[src/rtl/pipeline_stall_controller.sv]
// Stall/flush sequencer for the 5-stage pipeline.
// Turns the ID hazard flag, the EXE branch-taken flag and a fixed-latency
// MEM-stage access into per-stage freeze/flush controls, and counts stall
// cycles and branch flushes with saturating counters.
//
// The memory side is a two-state FSM (RUN / WAIT). An access seen in RUN
// freezes the whole pipeline for MEM_LATENCY-1 cycles. mem_ready is raised in
// the cycle after the last frozen cycle. Dropping the request in WAIT aborts
// the access without a mem_ready pulse.
//
// Handshake: mem_r_en/mem_w_en act as a level request that must stay high
// until mem_ready. mem_ready is a single-cycle completion strobe. A request
// that is still high in the cycle after mem_ready belongs to the next
// instruction and starts a new access immediately.
module pipeline_stall_controller #(
    parameter int MEM_LATENCY = 4,
    parameter int CNT_W       = 16
) (
    input  logic             clk,
    input  logic             rst,
    input  logic             hazard_Detected,
    input  logic             branch_taken,
    input  logic             mem_r_en,
    input  logic             mem_w_en,
    output logic             freeze_PC,
    output logic             freeze_IF_ID,
    output logic             flush_IF_ID,
    output logic             flush_ID_EXE,
    output logic             freeze_all,
    output logic             mem_ready,
    output logic [CNT_W-1:0] stall_cnt,
    output logic [CNT_W-1:0] flush_cnt,
    output logic             dbg_state
);

    typedef enum logic {
        ST_RUN  = 1'b0,
        ST_WAIT = 1'b1
    } state_t;

    // Value loaded into the wait counter on entering WAIT. It is clamped so
    // that MEM_LATENCY==1 still elaborates, even though WAIT is never
    // entered in that case.
    localparam int WAIT_INIT = (MEM_LATENCY > 1) ? MEM_LATENCY - 2 : 0;
    localparam int WCNT_W    = (WAIT_INIT > 1) ? $clog2(WAIT_INIT + 1) : 1;

    state_t              state_q, state_d;
    logic [WCNT_W-1:0]   wcnt_q, wcnt_d;
    logic [CNT_W-1:0]    stall_cnt_q, stall_cnt_d;
    logic [CNT_W-1:0]    flush_cnt_q, flush_cnt_d;
    logic                req;
    logic                mem_freeze;
    logic                mem_done;

    assign req = mem_r_en | mem_w_en;

    // State register: FSM state and remaining wait cycles.
    always_ff @(posedge clk) begin
        if (rst) begin
            state_q <= ST_RUN;
            wcnt_q  <= '0;
        end else begin
            state_q <= state_d;
            wcnt_q  <= wcnt_d;
        end
    end

    // Next-state logic: enter WAIT on a multi-cycle access, count down, and
    // leave on completion or when the request disappears.
    always_comb begin
        state_d = state_q;
        wcnt_d  = wcnt_q;
        case (state_q)
            ST_RUN: begin
                if (req && (MEM_LATENCY > 1)) begin
                    state_d = ST_WAIT;
                    wcnt_d  = WCNT_W'(WAIT_INIT);
                end
            end
            ST_WAIT: begin
                if (!req) begin
                    state_d = ST_RUN;
                end else if (wcnt_q != '0) begin
                    wcnt_d = wcnt_q - 1'b1;
                end else begin
                    state_d = ST_RUN;
                end
            end
            default: begin
                state_d = ST_RUN;
            end
        endcase
    end

    // FSM outputs: freeze while the access is in progress, strobe on completion.
    always_comb begin
        mem_freeze = 1'b0;
        mem_done   = 1'b0;
        if (!rst && req) begin
            case (state_q)
                ST_RUN: begin
                    if (MEM_LATENCY > 1) begin
                        mem_freeze = 1'b1;
                    end else begin
                        mem_done = 1'b1;
                    end
                end
                ST_WAIT: begin
                    if (wcnt_q != '0) begin
                        mem_freeze = 1'b1;
                    end else begin
                        mem_done = 1'b1;
                    end
                end
                default: begin
                    mem_freeze = 1'b0;
                end
            endcase
        end
    end

    // Pipeline controls in priority order: memory freeze, branch flush,
    // then the hazard stall. Branch and hazard flags are ignored while the
    // pipe is frozen, because they stay asserted and are served afterwards.
    always_comb begin
        freeze_PC    = 1'b0;
        freeze_IF_ID = 1'b0;
        flush_IF_ID  = 1'b0;
        flush_ID_EXE = 1'b0;
        if (rst) begin
            freeze_PC = 1'b0;
        end else if (mem_freeze) begin
            freeze_PC    = 1'b1;
            freeze_IF_ID = 1'b1;
        end else if (branch_taken) begin
            flush_IF_ID  = 1'b1;
            flush_ID_EXE = 1'b1;
        end else if (hazard_Detected) begin
            freeze_PC    = 1'b1;
            freeze_IF_ID = 1'b1;
            flush_ID_EXE = 1'b1;
        end
    end

    // Saturating event counters: increment, but hold at all-ones.
    always_comb begin
        stall_cnt_d = stall_cnt_q;
        flush_cnt_d = flush_cnt_q;
        if (freeze_PC && (stall_cnt_q != '1)) begin
            stall_cnt_d = stall_cnt_q + 1'b1;
        end
        if (flush_IF_ID && (flush_cnt_q != '1)) begin
            flush_cnt_d = flush_cnt_q + 1'b1;
        end
    end

    // Counter registers.
    always_ff @(posedge clk) begin
        if (rst) begin
            stall_cnt_q <= '0;
            flush_cnt_q <= '0;
        end else begin
            stall_cnt_q <= stall_cnt_d;
            flush_cnt_q <= flush_cnt_d;
        end
    end

    assign freeze_all = mem_freeze;
    assign mem_ready  = mem_done;
    assign stall_cnt  = stall_cnt_q;
    assign flush_cnt  = flush_cnt_q;
    assign dbg_state  = state_q;

endmodule

[config.mk]
export PLATFORM = sky130hd
export DESIGN_NAME = pipeline_stall_controller
export DESIGN_NICKNAME = d
export VERILOG_FILES = /design/src/rtl/pipeline_stall_controller.sv
export SDC_FILE = /design/constraint.sdc
export NUM_CORES = 1
export LEC_CHECK = 0
export CAP_MARGIN = 20
export CELL_PAD_IN_SITES_DETAIL_PLACEMENT = 0
export CELL_PAD_IN_SITES_GLOBAL_PLACEMENT = 1
export CORE_ASPECT_RATIO = 0.75
export CORE_MARGIN = 5
export CORE_UTILIZATION = 36
export DETAILED_ROUTE_END_ITERATION = 12
export GPL_TIMING_DRIVEN = 0
export PLACE_DENSITY = 0.83
export RECOVER_POWER = 25
export SLEW_MARGIN = 25
export SYNTH_ARGS = -nofsm -noshare
export SYNTH_HDL_FRONTEND = slang
export SYNTH_SLANG_ARGS = --single-unit
[constraint.sdc]
create_clock -name clk -period 2.7 [get_ports clk]
set_clock_uncertainty 0.15 [all_clocks]
set_input_delay 0.27 -clock clk [delete_from_list [all_inputs] [get_ports clk]]
set_output_delay 0.27 -clock clk [all_outputs]
set_load 0.005 [all_outputs]
== Yosys cells after proc, flatten, opt, wreduce, memory -nomap -nowiden ==
Index checks and enable logic that the tools add are counted.
Word-level totals
  register bits after elaboration: 35
  output and inout port bits: 39
  word-level logic and storage cells: 43
Cells by class
  add/sub/neg operators: 3
  eq/ne operators: 5
  muxes and demuxes: 23
  bitwise operators: 2
  reduce and logical (&&, ||, !) cells: 6
Operators with widths (count)
  16-bit by 1-bit adder with 16-bit output (second input constant): 2
  16-bit inequality test (second input constant): 2
  1-bit two-way mux: 16
  2-bit two-way mux: 3
  1-bit one-hot mux with 2 select lines: 3
  2-bit by 1-bit inequality test with 1-bit output (second input constant): 2
  2-bit one-hot mux with 2 select lines: 1
  1-bit logical AND: 3
  3-bit AND reduction: 1
  2-bit inequality test (second input constant): 1
  2-bit nonzero test: 1
  2-bit by 1-bit subtractor with 2-bit output (second input constant): 1
  1-bit logical NOT: 1
  1-bit inverter: 1
  1-bit bitwise OR: 1

== Logic depth before layout (Yosys ltp) ==
Gate-level depths: netlist of run 1.
  word-level depth: 7
  depth in mapped cells: 8
  gate-level depth less buffers: 7

== Worst setup path before layout of run 1 ==
OpenSTA, ideal clock, no wires.
  path type: flip-flop to flip-flop
  start: register wcnt_q[0]
  end: register stall_cnt_q[9] (netlist: stall_cnt[9])
  arrival: 1916 ps
  required time: 2479 ps
  setup slack: 564 ps
  stages on the path, launching flop included: 9
  buffers on the path: 1
  clock period less this slack: 2136 ps
  cell sequence: dfxtp_1 inv_1 ha_1 o2bb2ai_2 a21oi_2 nand4_4 buf_6 or3_2 a21oi_1
Between the ends
  cells in the longest elaborated chain, start to end: 7
RTL lines
  start: declaration: RTL line 48  | logic [WCNT_W-1:0] wcnt_q, wcnt_d;
  start signal: assignment: RTL line 64  | wcnt_q <= wcnt_d;
  2-bit nonzero test: RTL line 109  | if (wcnt_q != '0) begin
  1-bit two-way mux: RTL line 109
  1-bit one-hot mux with 2 select lines: RTL line 100  | case (state_q)
  1-bit two-way mux: RTL line 99  | if (!rst && req) begin
  1-bit two-way mux (2 in a row)
  via freeze_IF_ID: RTL line 26  | output logic freeze_IF_ID,
  1-bit logical AND: RTL line 149  | if (freeze_PC && (stall_cnt_q != '1)) begin
  end signal: assignment: RTL line 163  | stall_cnt_q <= stall_cnt_d;
  end: declaration: RTL line 49  | logic [CNT_W-1:0] stall_cnt_q, stall_cnt_d;
The timed path passes the listed nets, and every way through them passes these cells.
A chain may end at the register's enable or synchronous reset.

== Worst setup path after layout of run 1 ==
  start: input mem_w_en
  end: output flush_IF_ID
Between the ends
  cells in the longest elaborated chain, start to end: 5
RTL lines
  start: declaration: RTL line 24  | input logic mem_w_en,
  1-bit bitwise OR: RTL line 55  | assign req = mem_r_en | mem_w_en;
  1-bit logical AND: RTL line 99
  1-bit two-way mux: RTL line 99
  1-bit two-way mux: RTL line 132  | end else if (mem_freeze) begin
  1-bit two-way mux: RTL line 130  | if (rst) begin
  end: declaration: RTL line 27  | output logic flush_IF_ID,
Every way passes these cells.

==> qor.yml, run 1 <==
power_and_ir_drop:
  pwr-share-seq_pct: 54.1
  p_comb_share_pct: 9.9
  power.clock.fraction_pct: 36.0
  sw_frac_of_total_pct: 23.9
  power.switching_mw: 0.236
  power.leakage_nw: 0.877
  powerDensity_mw_per_mm2: 417
  ir_drop_uv: 220
  cellInternalPower_mw: 0.754
global_routing:
  grt_max_degree: 11
  met2_usage_pct: 21.8
  globalRouteOverflowTotal: 0
  grt_pass1_vias: 1549
  grtUsageMet3_pct: 4.68
  grt_first_pass_wirelength_microns: 7520
  grtUsageMet1_pct: 19.4
  grt_usage_pct: 14.3
  grt-busiest-layer: "met2"
  antenna_found_initial: 0
die:
  core_area_sq_mm: 0.00484
  pin_count: 45
  die_y_microns: 70.8
  start_util_pct: 36.6
  chipWidth_microns: 91.1
  rows: 22
  die_area_sq_mm: 0.00645
logic_synthesis:
  synth_xor_xnor_area_share_pct: 7.40
  synth_cell_types: 43
  synthArstFlopShare_pct: 0
  synth-simple-area-share_pct: 33.1
  synth_area_leaders: "dfxtp_1, nor2_1, xor2_1"
  synth.most_common_cell: "dfxtp_1"
  netlist_area_sq_mm: 0.00177
  yosysSeqAreaShare_pct: 39.5
  synthMuxAreaShare_pct: 3.74
  synth_top_family_by_area: "simple AND/OR/NAND/NOR gates"
  synth_edf_count: 0
  synth_common_cells: "dfxtp_1, nor2_1, nand3_1"
  synth_largest_area_cell: "dfxtp_1"
  ys_ff_latch: 35
  synthCells: 206
  synth.avg_cell_area_sq_um: 8.61
  yosys_most_used_dff: "dfxtp_1"
  synth.top_cell.area_share_pct: 39.5
  yosys_warnings: 0
  synth_fa_ha_area_share_pct: 2.12
  synth_compound_area_share_pct: 10.2
  syn-num-nets: 215
timing:
  rsz0062_at_grt: "no"
  post-route-period-util_pct: 93.9
  tightest_slew_ps: 553
  drv_slew: 0
  timing.final.ws_setup_ps: 165
  fmax_ghz: 0.395
  fin_tns_setup_ps: 0
  relSlewSlack_pct: 63.0
  setup_viol: 0
  finalHoldViolations: 0
  period_minus_slack_ps: 2530
clocking:
  cts_buffer_depth: 2
  cts_tree: "yes"
  cts_max_level: 2
  cts_buffers: 5
  post_cts_buffers: 0
  cts_root_buf: "clkbuf_8"
  clk-insertion-delay-late_ps: 280
  clk_pin_slew_ps: 70
  cts.sinks: 35
worst_setup_path:
  arrival_ps: 2110
  cp-start-kind: "input pin"
  worstSetupPathType: "input pin to output pin"
  reg2reg_from: "stall_cnt[0]"
  worstPathMaxFanout: 7
  required_ps: 2280
  critPathLaunch: "mem_w_en"
  crit_path_end_kind: "output pin"
job:
  drv_cap: 0
place:
  placed_cells: 310
  place.gp.congestion: 0.825
  port_buffers: 44
  post-place-ws_ps: -151
  dp_hpwl_microns: 3360
routing:
  ant_nets: 0
  vias: 1628
  first_pass_iters: 4
  drt-total-wl_microns: 4400
  drc: 0
  viasPerCell: 5.12
  drt_iter0_markers: 73
  avgRoutedWirePerCell_microns: 13.8
min_path:
  min_from: "rst"
  hold_class: "input pin to flop"
cells_and_area:
  fin_cells: 318
  drive_above_1_share_pct: 9.30
  area_growth_pct: 33.9
  n_antenna_cell: 0
  nNetsFinal: 266
outcome:
  outcome: "complete, no violations"
## layer usage
layer  vias to the layer above  part of all wire [%]
met5                         -                     0
met4                         0                   1.5
met3                         7                   4.5
met2                        31                    43
met1                       741                    51
li1                        849                     -
## sequential cells by signal, summed over array words and instances, names as in the netlist
register,cells
wcnt_q,2
stall_cnt,16
flush_cnt,16
dbg_state,1
## cell type report
cell class                      instances  area (sq um)
Clock buffer                            7          76.3
Sequential cell                        35           701
Fill cell                             494          2470
Clock inverter                          1          5.00
Inverter                                6          22.5
Tap cell                               60          75.1
Timing Repair Buffer                   44           434
Multi-Input combinational cell        156          1010
Buffer                                  9          50.0
## final timing paths
kind	endpoint	slack (ps)	cells past startpoint
max	flush_IF_ID	170	5
min	stall_cnt[15]	340	3
max reg2reg	stall_cnt[15]	450	8
min reg2reg	wcnt_q[1]	350	2
## placed cells by master, fill, tap and decap left out, drive strengths merged, types with 2 or more instances in the layout
| cell | synthesis | layout |
|---|---|---|
| mux2i | 4 | 4 |
| and2 | 2 | 2 |
| a21oi | 8 | 8 |
| nor2b | 6 | 6 |
| nand4 | 14 | 14 |
| xnor2 | 6 | 6 |
| dfxtp | 35 | 35 |
| nand3 | 13 | 13 |
| ha | 3 | 3 |
| mux2 | 2 | 2 |
| clkdlybuf4s50 | 0 | 26 |
| inv | 6 | 6 |
| nor4 | 5 | 5 |
| or4 | 4 | 4 |
| nand4b | 2 | 2 |
| xor2 | 9 | 9 |
| o31ai | 4 | 4 |
| a31oi | 2 | 2 |
| dlygate4sd3 | 0 | 17 |
| and3 | 5 | 5 |
| and4 | 2 | 2 |
| o21ai | 6 | 6 |
| or3 | 2 | 2 |
| nor3 | 6 | 6 |
| nand2 | 9 | 9 |
| nor2 | 32 | 32 |
| buf | 3 | 3 |
| clkbuf | 6 | 14 |
## logic make-up (layout without fill, tap and decap cells)
group           Yosys count  count (layout)
compound gates           27              27
buf+inv                  15              67
flops                    35              35
simple gates            105             105
xor+xnor                 15              15
fa+ha+maj                 3               3
mux                       6               6
## power groups by stage
stage	clock network [mW]	registers, mW	logic, mW
floorplan	0	0.546	0.0496
global placement	0	0.548	0.0975
detailed placement	0	0.548	0.0983
CTS	0.370	0.536	0.0995
global route	0.399	0.537	0.108
finish	0.357	0.536	0.0975
## metrics by stage
| step | utilization [%] | hold slack (ps) | power, mW | cell area [sq um] |
|---|---|---|---|---|
| 2_1_floorplan | - | 302 | 0.596 | 1770 |
| 3_3_place_gp | 47.3 | 319 | 0.645 | 2290 |
| 3_5_place_dp | 47.3 | 346 | 0.646 | 2290 |
| 4_1_cts | 49.0 | 353 | 1.00 | 2370 |
| 5_1_grt | 49.0 | 364 | 1.04 | 2380 |
| 6_report | 49.0 | 345 | 0.990 | 2380 |
## critical path, cell delays in order
cell	delay, ps
clkdlybuf4s50_1	460
o2bb2ai_2	390
and2_1	190
clkbuf_1	240
clkdlybuf4s50_1	560
## timing repair
action | in CTS | in global routing
hold endpoints to repair | 0 | 0
endpoints found under the setup margin | 3 | 4
hold buffers | 0 | 0
gates cloned | 0 | 0
resized for setup | 2 | 4
(Power assumes the default switching activity.)
==> run 2: changes to the inputs <==
--- a/config.mk
+++ b/config.mk
@@ -5,15 +5,16 @@
 export SDC_FILE = /design/constraint.sdc
 export NUM_CORES = 1
 export LEC_CHECK = 0
+export ABC_CLOCK_PERIOD_IN_PS = 2700
 export CAP_MARGIN = 20
 export CELL_PAD_IN_SITES_DETAIL_PLACEMENT = 0
 export CELL_PAD_IN_SITES_GLOBAL_PLACEMENT = 1
 export CORE_ASPECT_RATIO = 0.75
-export CORE_MARGIN = 5
-export CORE_UTILIZATION = 36
+export CORE_MARGIN = 1.5
+export CORE_UTILIZATION = 25
 export DETAILED_ROUTE_END_ITERATION = 12
 export GPL_TIMING_DRIVEN = 0
-export PLACE_DENSITY = 0.83
+export PLACE_DENSITY = 0.62
 export RECOVER_POWER = 25
 export SLEW_MARGIN = 25
 export SYNTH_ARGS = -nofsm -noshare
==> qor.yml, run 2 (synthesis results as in run 1) <==
place:
  place.gp.congestion: 0.745
  place_area_sq_mm: 0.00232
  port_buffers: 44
  post-place-ws_ps: -186
  dp_hpwl_microns: 3530
power_and_ir_drop:
  power.switching_mw: 0.256
  p_comb_share_pct: 9.3
  sw_frac_of_total_pct: 24.1
  pwr-share-seq_pct: 50.4
  power.leakage_nw: 0.889
  cellInternalPower_mw: 0.807
  powerDensity_mw_per_mm2: 438
  power.clock.fraction_pct: 40.3
  ir_drop_uv: 160
global_routing:
  grt_max_degree: 11
  grt_pass1_vias: 1499
  antenna_found_initial: 0
  grt_usage_pct: 13.1
  grt_first_pass_wirelength_microns: 7730
  globalRouteOverflowTotal: 0
routing:
  viasPerCell: 4.80
  vias: 1640
  drt_iter0_markers: 88
  drt-total-wl_microns: 4730
  avgRoutedWirePerCell_microns: 13.8
  drc: 0
  ant_nets: 0
  first_pass_iters: 4
min_path:
  hold_class: "flop to flop"
  min_to: "wcnt_q[0]"
  min_from: "wcnt_q[0]"
  hold_path_depth: 2
clocking:
  cts_root_buf: "clkbuf_8"
  cts_tree: "yes"
  clk-insertion-delay-late_ps: 290
  clk_pin_slew_ps: 70
  cts.sinks: 35
  cts_buffer_depth: 2
  cts_buffers: 5
  cts_max_level: 2
  post_cts_buffers: 0
timing:
  rsz0062_at_grt: "no"
  post-route-period-util_pct: 95.6
  finalHoldViolations: 0
  relSlewSlack_pct: 51.1
  whs_ps: 341
  fmax_ghz: 0.387
  period_minus_slack_ps: 2580
  timing.final.ws_setup_ps: 119
  setup_viol: 0
  tightest_slew_ps: 731
  fin_tns_setup_ps: 0
  drv_slew: 0
cells_and_area:
  area_growth_pct: 36.9
  final_cell_mix: "dfxtp_1, nor2_1, clkdlybuf4s50_1"
  n_antenna_cell: 0
  layout_commonest_cell: "dfxtp_1"
  final_util_pct: 35.5
  drive_above_1_share_pct: 10.1
  stdcell_area_sq_mm: 0.00243
  nNetsFinal: 266
worst_setup_path:
  required_ps: 2280
  reg2reg_from: "wcnt_q[0]"
  r2r_slack_ps: 360
  worstPathMaxFanout: 8
  cp-start-kind: "flop"
  worst-r2r-cell-count: 8
  r2r-end: "stall_cnt[9]"
  arrival_ps: 2160
  worstSetupPathType: "flop to output pin"
  crit_path_end_kind: "output pin"
die:
  core_area_sq_mm: 0.00683
  rows: 26
  pin_count: 45
  die_y_microns: 76.0
  die_area_sq_mm: 0.00762
  start_util_pct: 26.0
  chipWidth_microns: 100
job:
  drv_cap: 0
outcome:
  outcome: "complete, no violations"
==> run 2: changes by cell type in the layout (fill, tap and decap cells not counted), sizes merged <==
cell | before | now
buf | 3 | 4
clkbuf | 14 | 13
clkdlybuf4s50 | 26 | 27
clkinv | 1 | 0
==> run 2: routing by layer <==
metal	wire length [microns]	vias to the layer above	track usage, %	share of wire (%)
li1	-	850	-	-
met4	48	0	3.80	1.0
met2	1770	35	16.5	37
met5	0	-	0	0
met3	245	5	4.43	5.2
met1	2670	750	20.3	56
==> run 2: worst max-delay path, stage by stage (launching register included) <==
cell             delay, ps
dfxtp_1                330
inv_1                   50
ha_1                   230
o2bb2ai_2              200
a21oi_2                400
buf_4                  180
clkdlybuf4s50_1        490
==> run 2: worst max-delay path by stage <==
stage	startpoint	end	cells past startpoint
5_1_grt	wcnt_q[0]	freeze_PC	6
4_1_cts	rst	flush_ID_EXE	5
6_report	wcnt_q[0]	freeze_PC	6
3_5_place_dp	rst	flush_ID_EXE	5
3_3_place_gp	rst	flush_ID_EXE	5
2_1_floorplan	wcnt_q[0]	stall_cnt[9]	8
==> run 2: power by group through the flow <==
stage	clock network [mW]	registers, mW	logic, mW
detailed placement	0	0.548	0.0995
global placement	0	0.548	0.0992
global route	0.461	0.537	0.111
finish	0.428	0.536	0.0992
floorplan	0	0.546	0.0496
CTS	0.443	0.536	0.101
==> run 2: per-stage QoR <==
step | std cells | total power, mW
after floorplan | 206 | 0.596
after global routing | 342 | 1.11
final | 342 | 1.06
after global placement | 334 | 0.647
after detailed placement | 334 | 0.648
after CTS | 342 | 1.08
==> run 2: final cells by class <==
| class | instances | area, sq um |
|---|---|---|
| Buffer | 9 | 50.0 |
| Clock buffer | 8 | 100 |
| Fill cell | 741 | 4400 |
| Inverter | 6 | 22.5 |
| Multi-Input combinational cell | 156 | 1010 |
| Sequential cell | 35 | 701 |
| Tap cell | 84 | 105 |
| Timing Repair Buffer | 44 | 440 |
==> run 2: what timing repair did <==
| action | in CTS | in global routing |
|---|---|---|
| pin swaps | 0 | 0 |
| hold buffers | 0 | 0 |
| gates resized for setup | 3 | 2 |
| setup endpoints to repair | 3 | 1 |
==> RTL edit 1 (settings of run 2) <==
Put one more register stage on the output `stall_cnt`, with the module's reset. The value now appears one clock later. The other outputs are not delayed to match.
--- a/src/rtl/pipeline_stall_controller.sv
+++ b/src/rtl/pipeline_stall_controller.sv
@@ -167,7 +167,13 @@
 
     assign freeze_all = mem_freeze;
     assign mem_ready  = mem_done;
-    assign stall_cnt  = stall_cnt_q;
+    always_ff @(posedge clk) begin
+        if (rst) begin
+            stall_cnt <= '0;
+        end else begin
+            stall_cnt <= stall_cnt_q;
+        end
+    end
     assign flush_cnt  = flush_cnt_q;
     assign dbg_state  = state_q;
 
Function: changed (a bounded check fails within 4 cycles, from zero or initial values and one cycle with rst high).
==> RTL edit 1 against run 2 <==
  * Setup slack improved by 0.065 ns
  * Synthesized area is 30% higher
  * Critical endpoint unchanged
  * Utilization fell by 1.9 points
  * Routed wire length grew 20%
  * Register-to-register slack improved by 0.24 ns
  * Sequential cell count rose by 16
  * Cell area up 25%
  * Power rose by 48%
==> RTL edit 1: results (changes against run 2) <==
Finish
  • Layout cell share with drive strength beyond 1: 0.1038 (was 0.1008)
  • Signal buf overhead: 0.1625 (was 0.2020)
  • Final nets: 297 (was 266)
  • Final Cell Area: 0.003034 sq mm (was 0.002429 sq mm)
  • FFs & Latches: 51 (was 35)
  • Invs w/o clock: 11 (was 6)
  • Area of the multi-input gates: 0.001191 sq mm (was 0.001010 sq mm)

Synthesis
  • Synth area leaders: dfxtp_1 (44%), mux2_4 (3.3%), nor2b_1 (3.3%) (was dfxtp_1 (39%), nor2_1 (6.8%), xor2_1 (4.4%))
  • Synth Area in Compound Gates: 0.1714 (was 0.1023)
  • Yosys cell types: 55 (was 43)
  • Post-synthesis mux area share: 0.06670 (was 0.03738)
  • Post-Synth XOR/XNOR Area: 0.01139 (was 0.07405)
  • Area share of fa/ha/maj cells after synthesis: 0.01627 (was 0.02116)
  • Fraction of the yosys area taken by sequential cells: 0.4425 (was 0.3949)
  • Post-Syn Instances: 238 (was 206)

Critical path
  • Reg-to-Reg Start: flush_cnt[0]$_SDFFE_PP0P_ (was wcnt_q[0]$_SDFFE_PP0P_)
  • R2R Path End: flush_cnt[6]$_SDFFE_PP0P_ (was stall_cnt[9]$_SDFFE_PP0P_)
  • Worst EP arrival: 2.10 ns (was 2.16 ns)
  • Flop2flop setup slack: 0.60 ns (was 0.36 ns)
  • Max FO, Critical Path: 10 (was 8)

Place
  • Dpl cell area: 0.002888 sq mm (was 0.002320 sq mm)
  • Dpl cells: 394 (was 334)
  • GPL Wtd Cong: 0.7585 (was 0.7447)

Detailed routing
  • DR WL met2: 2.336 mm (was 1.768 mm)
  • Met1 Wirelength: 3.073 mm (was 2.668 mm)
  • WL met3: 196 um (was 245 um)
  • Via-to-Cell Ratio: 4.860 (was 4.795)

Timing
  • Fin crit period: 2.516 ns (was 2.581 ns)
  • Rel. slew slack: 0.3503 (was 0.5105)

Global route
  • Global-route wire length before repair: 9.177 mm (was 7.728 mm)
  • GRT met3 Usage: 0.02448 (was 0.04428)
  • GR Layer Usage met1: 0.1760 (was 0.2027)
  • Gr usage total: 0.1180 (was 0.1306)

Pwr
  • Worst vdd ir: 213.3 uV (was 159.7 uV)

Worst hold path
  • HP Class: input port to flop (was flop to flop)

Status
  • Status: complete, no violations (unchanged)

Floorplan
  • Core Area: 0.009009 sq mm (was 0.006832 sq mm)

Clock network
  • Root Buffer: clkbuf_16 (was clkbuf_8)
RTL edit 1: how the worst min path moves through the flow:
stage	startpoint	end	slack [ns]	depth (start not counted)
global placement	wcnt_q[0]$_SDFFE_PP0P_	wcnt_q[0]$_SDFFE_PP0P_	0.29	2
global route	wcnt_q[0]$_SDFFE_PP0P_	wcnt_q[0]$_SDFFE_PP0P_	0.33	2
detailed placement	wcnt_q[0]$_SDFFE_PP0P_	wcnt_q[0]$_SDFFE_PP0P_	0.30	2
finish	rst	stall_cnt[7]$_SDFF_PP0_	0.30	2
CTS	wcnt_q[0]$_SDFFE_PP0P_	wcnt_q[0]$_SDFFE_PP0P_	0.31	2
floorplan	rst	stall_cnt[12]$_SDFF_PP0_	0.20	1
RTL edit 1: report_power, final:
part | leakage [nW] | internal, mW | total, mW | switching [mW]
sequential | 0.413 | 0.774 | 0.790 | 0.0163
clock | 0.0746 | 0.349 | 0.641 | 0.292
combinational | 0.585 | 0.0715 | 0.141 | 0.0692
total | 1.07 | 1.19 | 1.57 | 0.378
==> RTL edit 2 (config.mk and constraints of run 2) <==
Without the edit above. Change the parameter `CNT_W` from 16 to 14.
--- a/src/rtl/pipeline_stall_controller.sv
+++ b/src/rtl/pipeline_stall_controller.sv
@@ -14,7 +14,7 @@
 // instruction and starts a new access immediately.
 module pipeline_stall_controller #(
     parameter int MEM_LATENCY = 4,
-    parameter int CNT_W       = 16
+    parameter int CNT_W       = 14
 ) (
     input  logic             clk,
     input  logic             rst,
Interface: changed (resized flush_cnt and stall_cnt); port bits go from 45 to 41. The function was not compared with the original's and may differ.
==> RTL edit 2 against run 2 <==
  * The flow now finishes with violations (DRC)
  * Non-clock buffer count decreased by 4
  * Routed wire length increased by 3.7%
  * Power decreased by 14%
  * Synthesized area decreased by 3.0%
  * Sequential power decreased by 12%
  * Cell area decreased by 5.7%
  * Sequential cell count decreased by 4
  * Setup slack improved by 0.077 ns
  * Critical path type unchanged
==> RTL edit 2: results (changes against run 2) <==
Finish
  • Layout cell share with drive strength beyond 1: 0.09426 (was 0.1008)
  • Final nets: 254 (was 266)
  • Antenna diode count: 0 (unchanged)

Detailed routing
  • Pre-Repair DR Iteration Count: 8 (was 4)
  • Initial drt markers: 86 (was 88)
  • Wire per inst: 15.10 um (was 13.83 um)
  • DRC: 2 (was 0)
  • Via-to-Cell Ratio: 5.225 (was 4.795)
  • Detailed-route via count: 1698 (was 1640)

Synthesis
  • Yosys cell types: 42 (was 43)
  • Post-Syn Nets: 208 (was 215)
  • Yosys warns: 0 (unchanged)
  • Primary FF master, synth: dfxtp_1 (unchanged)
  • Post-Syn Instances: 199 (was 206)
  • Fraction of the yosys area taken by sequential cells: 0.3607 (was 0.3949)
  • Synth top cells by count: dfxtp_1 (31), a21oi_1 (15), nand2_1 (13), nor2_1 (13), inv_1 (9) (was dfxtp_1 (35), nor2_1 (32), nand3_1 (13), nand4_1 (12))
  • Synth async-reset ratio: 0 (unchanged)
  • Synth area leaders: dfxtp_1 (36%), a21oi_1 (4.4%), mux2_2 (3.9%) (was dfxtp_1 (39%), nor2_1 (6.8%), xor2_1 (4.4%))

Global route
  • Pin count of the biggest net entering global routing: 11 (unchanged)
  • Gr usage total: 0.1414 (was 0.1306)
  • Initial antenna violation count: 0 (unchanged)
  • Global-route wire length before repair: 8.169 mm (was 7.728 mm)
  • Number of global-route vias before repair: 1544 (was 1499)

Place
  • PortBufs: 39 (was 44)
  • GPL Wtd Cong: 0.8284 (was 0.7447)
  • Dpl cells: 319 (was 334)
  • Dpl cell area: 0.002212 sq mm (was 0.002320 sq mm)
  • Post-DP HPWL: 3.638 mm (was 3.534 mm)

Critical path
  • Max FO, Critical Path: 19 (was 8)
  • Worst EP arrival: 2.08 ns (was 2.16 ns)

Clock network
  • Skew-Pair Late Insertion Delay: 0.27 ns (was 0.29 ns)
  • Cts bufs inserted: 5 (unchanged)
  • Clk buf depth: 2 (unchanged)
  • Worst-path clk slew: roughly 0.06 ns
  • H-tree level count: 2 (unchanged)
  • Root Buffer: clkbuf_8 (unchanged)

Pwr
  • Static leakage: 0.7958 nW (was 0.8892 nW)
  • Worst vdd ir: 205.9 uV (was 159.7 uV)

Status
  • Failing checks: DRC
  • Status: finished, violations left (was complete, no violations)

Timing
  • Rel. slew slack: 0.5705 (was 0.5105)

Worst hold path
  • HP Class: input port to flop (was flop to flop)
RTL edit 2: per-layer routing:
| metal | GRT usage | share of wire |
|---|---|---|
| met2 | 0.1801 | 0.38 |
| met5 | 0 | 0 |
| met1 | 0.2252 | 0.56 |
| met4 | 0.03810 | 0.0069 |
| met3 | 0.03807 | 0.054 |
RTL edit 2: area by class of cell:
type                       count  area, sq um
fill                         705         4185
multi-input combinational    149         1005
sequential                    31        620.6
timing repair buffer          40        397.9
tap                           81        101.3
clock buffer                   6        72.57
buffer                         9        58.81
inverter                       9        33.78
RTL edit 2: cell families after synthesis:
logic type                 after synthesis  synth area share
DFF                                     31            0.3607
muxes                                    7           0.04509
AOI/OAI and AO/OA                       50            0.2080
and+or+nand+nor                         89            0.3076
buffers and inverters                   19           0.05672
adders and majority gates                3           0.02182
RTL edit 2: repair_timing:
| action | CTS | global route |
|---|---|---|
| gates cloned | 0 | 0 |
| endpoints found under the hold margin | 0 | 0 |
| endpoints found under the setup margin | 1 | 1 |
| setup buffers | 1 | 0 |
| resized for setup | 0 | 2 |
| pin swaps | 1 | 0 |
RTL edit 2: critical path: stages (launching register included):
cell and delay (ns):
dfxtp_1 0.35, inv_1 0.05, ha_1 0.25, o2bb2ai_4 0.15, a21o_1 0.17, buf_6 0.15, inv_1 0.09, buf_4 0.10
clkdlybuf4s50_1 0.48
RTL edit 2: worst paths after layout:
| check | startpoint | end | slack (ns) | depth (start not counted) |
|---|---|---|---|---|
| max | wcnt_q[0]$_SDFFE_PP0P_ | freeze_PC | 0.20 | 8 |
| min | rst | stall_cnt[10]$_SDFFE_PP0P_ | 0.31 | 3 |
| max reg2reg | wcnt_q[0]$_SDFFE_PP0P_ | flush_cnt[8]$_SDFFE_PP0P_ | 0.48 | 8 |
| min reg2reg | wcnt_q[1]$_SDFFE_PP0P_ | wcnt_q[1]$_SDFFE_PP0P_ | 0.35 | 2 |
RTL edit 2: metrics by stage:
stage / power (mW) / setup slack, ns / hold WS [ns]
final: 0.9155 / 0.1956 / 0.3087
after global routing: 0.9623 / 0.06642 / 0.3190
after CTS: 0.9314 / 0.009237 / 0.3127
after detailed placement: 0.5877 / 0.04047 / 0.3470
after global placement: 0.5874 / 0.02656 / 0.3367
after floorplan: 0.5385 / 0.7181 / 0.2981
RTL edit 2: report_power, final:
part | total (mW) | internal [mW] | switching (mW)
Sequential | 0.473 | 0.465 | 0.00858
Combinational | 0.104 | 0.0496 | 0.0546
Clock | 0.338 | 0.172 | 0.166
